`src/rtl/qsfp_link_seq.sv`:
```
// qsfp_link_seq: bring-up and supervision sequencer for the QSFP transceiver block.
// Holds the transceivers in reset for a power-on interval, releases reset,
// waits for reset-done and stable lane lock, then reports link up. Timeouts and
// loss of lock re-sequence; a bounded run of consecutive failures parks in FAIL.
//
// Ports:
//   sys_clk_i    system clock
//   sys_rst_i    synchronous active-high reset
//   enable_i     level; high requests bring-up, low forces IDLE
//   resetdone_i  transceiver reset-done (asynchronous, 2-flop synchronised)
//   lane_lock_i  per-lane lock (asynchronous, 2-flop synchronised per bit)
//   gt_reset_o   registered active-high transceiver reset
//   link_up_o    registered, high only in UP
//   lanes_up_o   registered synchronised lane lock & LANE_MASK
//   retry_cnt_o  total re-sequence count, saturating at 255
//   fail_o       high only in FAIL
//   state_o      state code (IDLE=0 HOLD=1 WAIT_DONE=2 WAIT_LOCK=3 UP=4 FAIL=5)
module qsfp_link_seq #(
  parameter int unsigned          NUM_LANES    = 8,
  parameter logic [NUM_LANES-1:0] LANE_MASK    = {NUM_LANES{1'b1}},
  parameter int unsigned          POR_CYCLES   = 1024,
  parameter int unsigned          DONE_TIMEOUT = 65536,
  parameter int unsigned          LOCK_STABLE  = 4096,
  parameter int unsigned          MAX_RETRIES  = 3
) (
  input  logic                 sys_clk_i,
  input  logic                 sys_rst_i,
  input  logic                 enable_i,
  input  logic                 resetdone_i,
  input  logic [NUM_LANES-1:0] lane_lock_i,
  output logic                 gt_reset_o,
  output logic                 link_up_o,
  output logic [NUM_LANES-1:0] lanes_up_o,
  output logic [7:0]           retry_cnt_o,
  output logic                 fail_o,
  output logic [2:0]           state_o
);

  localparam int unsigned MAX_A = (POR_CYCLES > DONE_TIMEOUT) ? POR_CYCLES : DONE_TIMEOUT;
  localparam int unsigned MAX_P = (MAX_A > LOCK_STABLE) ? MAX_A : LOCK_STABLE;
  localparam int unsigned TW    = $clog2(MAX_P) + 1;
  localparam int unsigned CW    = $clog2(MAX_RETRIES + 1);

  typedef enum logic [2:0] {
    S_IDLE      = 3'd0,
    S_HOLD      = 3'd1,
    S_WAIT_DONE = 3'd2,
    S_WAIT_LOCK = 3'd3,
    S_UP        = 3'd4,
    S_FAIL      = 3'd5
  } state_e;

  state_e               state_q, state_d;
  logic [TW-1:0]        timer_q, timer_d;
  logic [TW-1:0]        stab_q, stab_d;
  logic [CW-1:0]        cf_q, cf_d;
  logic [7:0]           retry_q, retry_d;

  logic                 rd_m_q, rd_s_q;
  logic [NUM_LANES-1:0] lk_m_q, lk_s_q;

  logic                 gt_reset_q, link_up_q, fail_q;
  logic [NUM_LANES-1:0] lanes_up_q;

  logic                 masked_ok;
  logic                 link_ok;
  logic                 lock_done;
  logic                 fail_evt;

  assign masked_ok = ((lk_s_q & LANE_MASK) == LANE_MASK);
  assign link_ok   = masked_ok && rd_s_q;
  // Stability completes on the cycle the counter would reach LOCK_STABLE.
  assign lock_done = link_ok && (stab_q == TW'(LOCK_STABLE - 1));

  always_comb begin
    state_d  = state_q;
    timer_d  = timer_q;
    stab_d   = stab_q;
    cf_d     = cf_q;
    retry_d  = retry_q;
    fail_evt = 1'b0;

    if (!enable_i) begin
      state_d = S_IDLE;
      timer_d = '0;
      stab_d  = '0;
      cf_d    = '0;
    end else begin
      unique case (state_q)
        S_IDLE: begin
          state_d = S_HOLD;
          timer_d = TW'(POR_CYCLES - 1);
        end
        S_HOLD: begin
          if (timer_q == '0) begin
            state_d = S_WAIT_DONE;
            timer_d = '0;
          end else begin
            timer_d = timer_q - TW'(1);
          end
        end
        S_WAIT_DONE: begin
          if (rd_s_q) begin
            state_d = S_WAIT_LOCK;
            timer_d = '0;
            stab_d  = '0;
          end else if (timer_q == TW'(DONE_TIMEOUT - 1)) begin
            fail_evt = 1'b1;
          end else begin
            timer_d = timer_q + TW'(1);
          end
        end
        S_WAIT_LOCK: begin
          // Lock completion is tested before the timeout so it wins a tie.
          if (!rd_s_q) begin
            fail_evt = 1'b1;
          end else if (lock_done) begin
            state_d = S_UP;
            cf_d    = '0;
          end else if (timer_q == TW'(DONE_TIMEOUT - 1)) begin
            fail_evt = 1'b1;
          end else begin
            timer_d = timer_q + TW'(1);
            stab_d  = masked_ok ? (stab_q + TW'(1)) : '0;
          end
        end
        S_UP: begin
          if (!link_ok) fail_evt = 1'b1;
        end
        S_FAIL: begin
          state_d = S_FAIL;
        end
        default: begin
          state_d = S_IDLE;
        end
      endcase

      if (fail_evt) begin
        if (retry_q != 8'hFF) retry_d = retry_q + 8'd1;
        cf_d = cf_q + CW'(1);
        if (cf_d == CW'(MAX_RETRIES)) begin
          state_d = S_FAIL;
        end else begin
          state_d = S_HOLD;
          timer_d = TW'(POR_CYCLES - 1);
          stab_d  = '0;
        end
      end
    end
  end

  always_ff @(posedge sys_clk_i) begin
    if (sys_rst_i) begin
      state_q    <= S_IDLE;
      timer_q    <= '0;
      stab_q     <= '0;
      cf_q       <= '0;
      retry_q    <= '0;
      rd_m_q     <= 1'b0;
      rd_s_q     <= 1'b0;
      lk_m_q     <= '0;
      lk_s_q     <= '0;
      gt_reset_q <= 1'b1;
      link_up_q  <= 1'b0;
      fail_q     <= 1'b0;
      lanes_up_q <= '0;
    end else begin
      state_q    <= state_d;
      timer_q    <= timer_d;
      stab_q     <= stab_d;
      cf_q       <= cf_d;
      retry_q    <= retry_d;
      rd_m_q     <= resetdone_i;
      rd_s_q     <= rd_m_q;
      lk_m_q     <= lane_lock_i;
      lk_s_q     <= lk_m_q;
      // Registered off the next state so they move together with state_o.
      gt_reset_q <= (state_d == S_IDLE) || (state_d == S_HOLD) || (state_d == S_FAIL);
      link_up_q  <= (state_d == S_UP);
      fail_q     <= (state_d == S_FAIL);
      lanes_up_q <= lk_s_q & LANE_MASK;
    end
  end

  assign gt_reset_o  = gt_reset_q;
  assign link_up_o   = link_up_q;
  assign fail_o      = fail_q;
  assign lanes_up_o  = lanes_up_q;
  assign retry_cnt_o = retry_q;
  assign state_o     = state_q;

endmodule
```
`config.mk`:
```
export PLATFORM = sky130hd
export DESIGN_NAME = qsfp_link_seq
export DESIGN_NICKNAME = d
export VERILOG_FILES = /design/src/rtl/qsfp_link_seq.sv
export SDC_FILE = /design/constraint.sdc
export NUM_CORES = 1
export LEC_CHECK = 0
export CAP_MARGIN = 20
export CORE_UTILIZATION = 34
export DETAILED_ROUTE_END_ITERATION = 8
export PLACE_DENSITY = 0.63
export SLEW_MARGIN = 40
export SYNTH_ARGS = -nofsm -noshare
export SYNTH_HDL_FRONTEND = slang
export SYNTH_SLANG_ARGS = --single-unit
```
`constraint.sdc`:
```
create_clock -name sys_clk_i -period 4.5 [get_ports sys_clk_i]
set_input_delay 0.9 -clock sys_clk_i [delete_from_list [all_inputs] [get_ports sys_clk_i]]
set_output_delay 0.9 -clock sys_clk_i [all_outputs]
set_load 0.05 [all_outputs]
```
### Yosys cells after proc, flatten, opt, wreduce, memory -nomap -nowiden

Cells that the tools add are included.

* input port bits: 12
* word-level logic and storage cells: 80
* register bits after elaboration: 76

* equal/unequal tests: 13
* mux-type cells: 35
* bitwise logic cells: 1
* reductions and logical operators: 13
* add/subtract/negate cells: 5

Operator list (number)
* 17-bit two-way mux: 14
* 17-bit one-hot mux with 4 select lines: 1
* 17-bit by 1-bit adder with 17-bit output (second input constant): 2
* 17-bit one-hot mux with 2 select lines: 1
* 3-bit two-way mux: 7
* 3-bit one-hot mux with 6 select lines: 1
* 17-bit by 12-bit equality test with 1-bit output (second input constant): 1
* 17-bit by 16-bit equality test with 1-bit output (second input constant): 1
* 17-bit logical NOT: 1
* 17-bit by 1-bit subtractor with 17-bit output (second input constant): 1
* 3-bit equality test (second input constant): 4
* 8-bit by 1-bit adder with 8-bit output (second input constant): 1
* 8-bit equality test (second input constant): 1
* 2-bit two-way mux: 4
* 8-bit inequality test (second input constant): 1
* 3-bit by 1-bit equality test with 1-bit output (second input constant): 2
* 3-bit by 2-bit equality test with 1-bit output (second input constant): 2
* 3-bit logical NOT: 2
* 1-bit two-way mux: 6
* 3-bit AND reduction: 2
* 2-bit nonzero test: 3
* 1-bit one-hot mux with 3 select lines: 1
* 2-bit by 1-bit adder with 2-bit output (second input constant): 1
* 2-bit equality test (second input constant): 1
* other kinds (4): 6

### Logic depth before layout (Yosys ltp)

* depth after elaboration: 12
* gate-level depth with buffers: 10
* depth with buffers taken out: 8

### Least setup slack after synthesis

OpenSTA, ideal clock, no wires.

* kind: register to register
* start point: reg stab_q[0]
* end point: reg timer_q[4]
* clock period less this slack: 2.375 ns
* setup time: 0.122 ns
* data required time: 4.378 ns
* path slack: 2.125 ns
* cell stages (with the launch flop): 8
* arrival: 2.253 ns
* path buffers: 0
* cell sequence: dfxtp_1 ha_1 nand3_1 nor4_2 a41o_1 o21bai_1 a311o_1 o311a_1

* cells in the longest elaborated chain, start to end: 7
* elaborated cells on any way between the ends: 11

Ends and longest elaborated chain
* start, declared: line 55 `logic [TW-1:0] stab_q, stab_d;`
* start signal, assigned: line 170 `stab_q <= stab_d;`
* 17-bit by 12-bit equality test with 1-bit output *: line 73 `assign lock_done = link_ok && (stab_q == TW'(LOCK_STABLE - 1));`
* 1-bit logical AND *: line 73
* 17-bit two-way mux / 1-bit two-way mux (equally long branches): line 117 `end else if (lock_done) begin`
* 17-bit two-way mux / 1-bit two-way mux (equally long branches): line 115 `if (!rd_s_q) begin`
* 17-bit one-hot mux with 4 select lines / 1-bit one-hot mux with 3 select lines (equally long branches): line 89 `unique case (state_q)`
* 17-bit two-way mux / 1-bit two-way mux (equally long branches): line 141, 83
* 17-bit two-way mux *: line 138 `if (fail_evt) begin`
* end signal, assigned: line 169 `timer_q <= timer_d;`
* end, declared: line 54 `logic [TW-1:0] timer_q, timer_d;`

Mark *: on every way between the ends. The rest lies on a longest branch, timed or not. The select of a mux whose other input is x is not followed.
A chain may end at the register's enable or synchronous reset.

### Worst setup path in the final report

* start point: reg timer_q[4]
* end point: reg stab_q[13]

* cells in the longest elaborated chain, start to end: 7
* elaborated cells on any way between the ends: 13

Ends and longest elaborated chain (line)
* 17-bit by 16-bit equality test with 1-bit output *: 107, 120
* 1-bit two-way mux / 17-bit two-way mux (equally long branches): 107, 120
* 1-bit two-way mux / 17-bit two-way mux (equally long branches): 117
* 1-bit two-way mux / 17-bit two-way mux (equally long branches): 115
* 1-bit one-hot mux with 3 select lines / 17-bit one-hot mux with 2 select lines (equally long branches): 89
* 1-bit two-way mux / 17-bit two-way mux (equally long branches): 83, 141
* 17-bit two-way mux *: 138

Marks and branches as above.

==> summary.txt <==
=================================================================================
Number of standard cells in the final layout excluding fillers .....          714
Cell count after placement .........................................          698
Clk pin slew, worst setup/hold paths ...............................      0.07 ns
Routed via count ...................................................         4284
Number of enable flip-flop cells after synthesis ...................            0
Buffers on Ports ...................................................           33
Fill cells .........................................................         1230
Critical path required time ........................................      4.76 ns
Overflow left after global routing .................................            0
Proportion of layout cells with a drive suffix above 1 .............        6.96%
Worst setup skew after layout ......................................   0.00988 ns
Part of the cycle the worst path needs .............................        66.4%
Pin count of the biggest net entering global routing ...............           38
Power density relative to cell area ................................  317 nW/um^2
Number of setup violations in the final report .....................            0
# clock sinks ......................................................           76
Top cell types by occurrence after synthesis ....................... sky130_fd_sc_hd__dfxtp_1 (76), sky130_fd_sc_hd__nor2_1 (42), sky130_fd_sc_hd__a21oi_1 (38), sky130_fd_sc_hd__nor2b_1 (30), sky130_fd_sc_hd__nand2_1 (29)
Final net count ....................................................          559
Initial DRT Pass Iterations ........................................            5
Horiz. Die Dim .....................................................       114 um
Class of the most critical setup path .............................. register to register
Top_reg_cell synth ................................................. sky130_fd_sc_hd__dfxtp_1
TritonCTS clock tree ...............................................          yes
CTS Root Cell ...................................................... sky130_fd_sc_hd__clkbuf_16
Max IR drop VDD ....................................................     0.187 mV
Setup repair after global routing missed its margin ................        false
Placement Rows .....................................................           40
Nature of the critical path startpoint .............................     register
Share of Yosys cell area claimed by the top area cell type .........        35.9%
Post-route cell area ...............................................    5000 um^2
Synthesis-stage register bit count .................................           76
Count of nets left with antenna violations after detail routing ....            0
Maximum fanout encountered on the critical timing path .............           13
Residual DRC .......................................................            0
Maximum Capacitance Violations .....................................            0
Min cycle time layout ..............................................      2.99 ns
Most repeated cell in the gate-level netlist after synthesis ....... sky130_fd_sc_hd__dfxtp_1
Count of instances resized after the clock tree is built ...........            0
Status .............................................................    completed
Slew at the pin closest to its max-slew limit ......................     0.782 ns
Final worst-path setup slack .......................................      1.51 ns
Initial antenna violation count ....................................            0
I/O pins ...........................................................           34
Crit path max-delay cell type ...................................... sky130_fd_sc_hd__nor3_1
Global-route wire length before repair .............................     20000 um
Cts bufs inserted ..................................................            9
Area of the core ...................................................   12100 um^2
Post-Syn Nets ......................................................          539
H-tree level count .................................................            3
Post-detailed-placement cell area ..................................    4690 um^2
Yosys warns ........................................................            0
Setup crit end kind ................................................     register
Starting DRT DRC Count .............................................          451
Hold_buf cts .......................................................            0
Share of flip-flops with an asynchronous set or reset ..............           0%
Final max-slew violation count .....................................            0
N_diodes ...........................................................            0
Total power after layout ...........................................      1.59 mW
Leakage power ......................................................      1.62 nW
Die H ..............................................................       114 um
Starting density of the core .......................................        35.1%
Maximum clock path buffer count ....................................            2
Hpwl dp ............................................................      8190 um
Final core occ .....................................................        41.4%
Total Wirelength ...................................................     12200 um
Die ar. ............................................................   12900 um^2
Number of buffers inserted by post-CTS setup repair ................            0
Via count of the first global-routing pass .........................         4085
Cells along the critical path ...................................... and4_1, and3_1, a21oi_1, nor3_1, a41oi_1, a311oi_1
Type of the most critical hold path ................................ register to register
Post-synthesis instance area .......................................    4240 um^2
Overall routing resource usage .....................................        19.4%
Hold slack .........................................................     0.438 ns
Average wire per cell in the routed design .........................      17.0 um
Insertion delay to the later sink of the worst-skew pair ...........      0.35 ns
Number of failing hold endpoints at the final stage ................            0
Post-synthesis area per instance ...................................    8.13 um^2
Endpoint arrival time on the critical path .........................      3.24 ns
Remaining max-slew budget at the tightest pin ......................        47.2%
Netlist cell types .................................................           71
Biggest area contributors in the synthesized netlist ............... sky130_fd_sc_hd__dfxtp_1 (36%), sky130_fd_sc_hd__a21oi_1 (4.5%), sky130_fd_sc_hd__nor2b_1 (4.4%)
Growth of design area from synthesis to finish .....................        17.9%
Total Negative Setup Slacks ........................................         0 ns
Crit path largest cell delay .......................................      0.67 ns
Library cell occupying the most area in the post-synthesis netlist . sky130_fd_sc_hd__dfxtp_1
Maximum operating frequency ........................................      335 MHz
Post-Synthesis Cells ...............................................          521
Vias per Instance ..................................................         6.00
Proportion of synthesized chip area in sequential cells ............        35.9%
Placer Congestion ..................................................        0.886
Setup Slack @ Placement ............................................      1.59 ns
=================================================================================
path summary, 6_finish.rpt:
kind | start | end | slack [ns] | depth (start not counted)
max | timer_q[4]$_SDFF_PP0_ | stab_q[13]$_SDFF_PP0_ | 1.51 | 6
min | lk_m_q[0]$_SDFF_PP0_ | lk_s_q[0]$_SDFF_PP0_ | 0.44 | 1
max reg2reg | timer_q[4]$_SDFF_PP0_ | stab_q[13]$_SDFF_PP0_ | 1.51 | 6
min reg2reg | lk_m_q[0]$_SDFF_PP0_ | lk_s_q[0]$_SDFF_PP0_ | 0.44 | 1
state kept, by name, summed over array words and instances (netlist names):
signal	cells
cf_q	2
fail_o	1
gt_reset_o	1
lanes_up_o	8
link_up_o	1
lk_m_q	8
lk_s_q	8
rd_m_q	1
rd_s_q	1
retry_cnt_o	8
stab_q	17
state_o	3
timer_q	17
placed cells by master (no fill, tap or decap), types with 18 or more instances in the layout:
| cell | synthesis | final |
|---|---|---|
| sky130_fd_sc_hd__nand2_1 | 29 | 29 |
| sky130_fd_sc_hd__o21ai_0 | 23 | 23 |
| sky130_fd_sc_hd__clkdlybuf4s50_1 | 0 | 33 |
| sky130_fd_sc_hd__nand4_1 | 18 | 18 |
| sky130_fd_sc_hd__a31oi_1 | 19 | 19 |
| sky130_fd_sc_hd__dfxtp_1 | 76 | 76 |
| sky130_fd_sc_hd__a21oi_1 | 38 | 36 |
| sky130_fd_sc_hd__nor2b_1 | 30 | 30 |
| sky130_fd_sc_hd__nand3_1 | 28 | 28 |
| sky130_fd_sc_hd__nor2_1 | 42 | 42 |
routing by layer:
metal / track usage, % / part of all wire (%)
met2: 31.3 / 46
met1: 25.2 / 45
met4: 8.51 / 2.0
met5: 0 / 0
met3: 3.88 / 7.0
power breakdown:
| group | total, mW | internal, mW | switching, mW |
|---|---|---|---|
| logic | 0.129 | 0.0507 | 0.0785 |
| registers | 0.710 | 0.689 | 0.0205 |
| clock network | 0.747 | 0.396 | 0.351 |
| total | 1.59 | 1.14 | 0.450 |
worst max-delay path, delay by kind of cell (launching register included):
family          cells  cell delay [ns]
flops               1             0.54
compound gates      3             0.78
simple gates        3             1.55
cell type report:
class	instances	area [um^2]	area share (%)
clock buffer	9	225	4.51
inverter	15	56.3	1.13
clock inverter	7	76.3	1.53
tap	168	210	4.21
sequential	76	1520	30.5
timing repair buffer	38	368	7.36
multi-input combinational	401	2540	50.8
logic make-up (layout without fill, tap and decap cells):
logic type	count (synthesis)	in the layout	share of synthesized area (%)
xor gates and xnor gates	1	1	0.207
buffers and inverters	44	69	4.58
and+or+nand+nor	221	221	28.7
adders and majority gates	6	6	1.77
muxes	1	1	0.266
DFF	76	76	35.9
AOI/OAI and AO/OA	172	172	28.6
No activity file was read; power rests on OpenSTA's default activity.
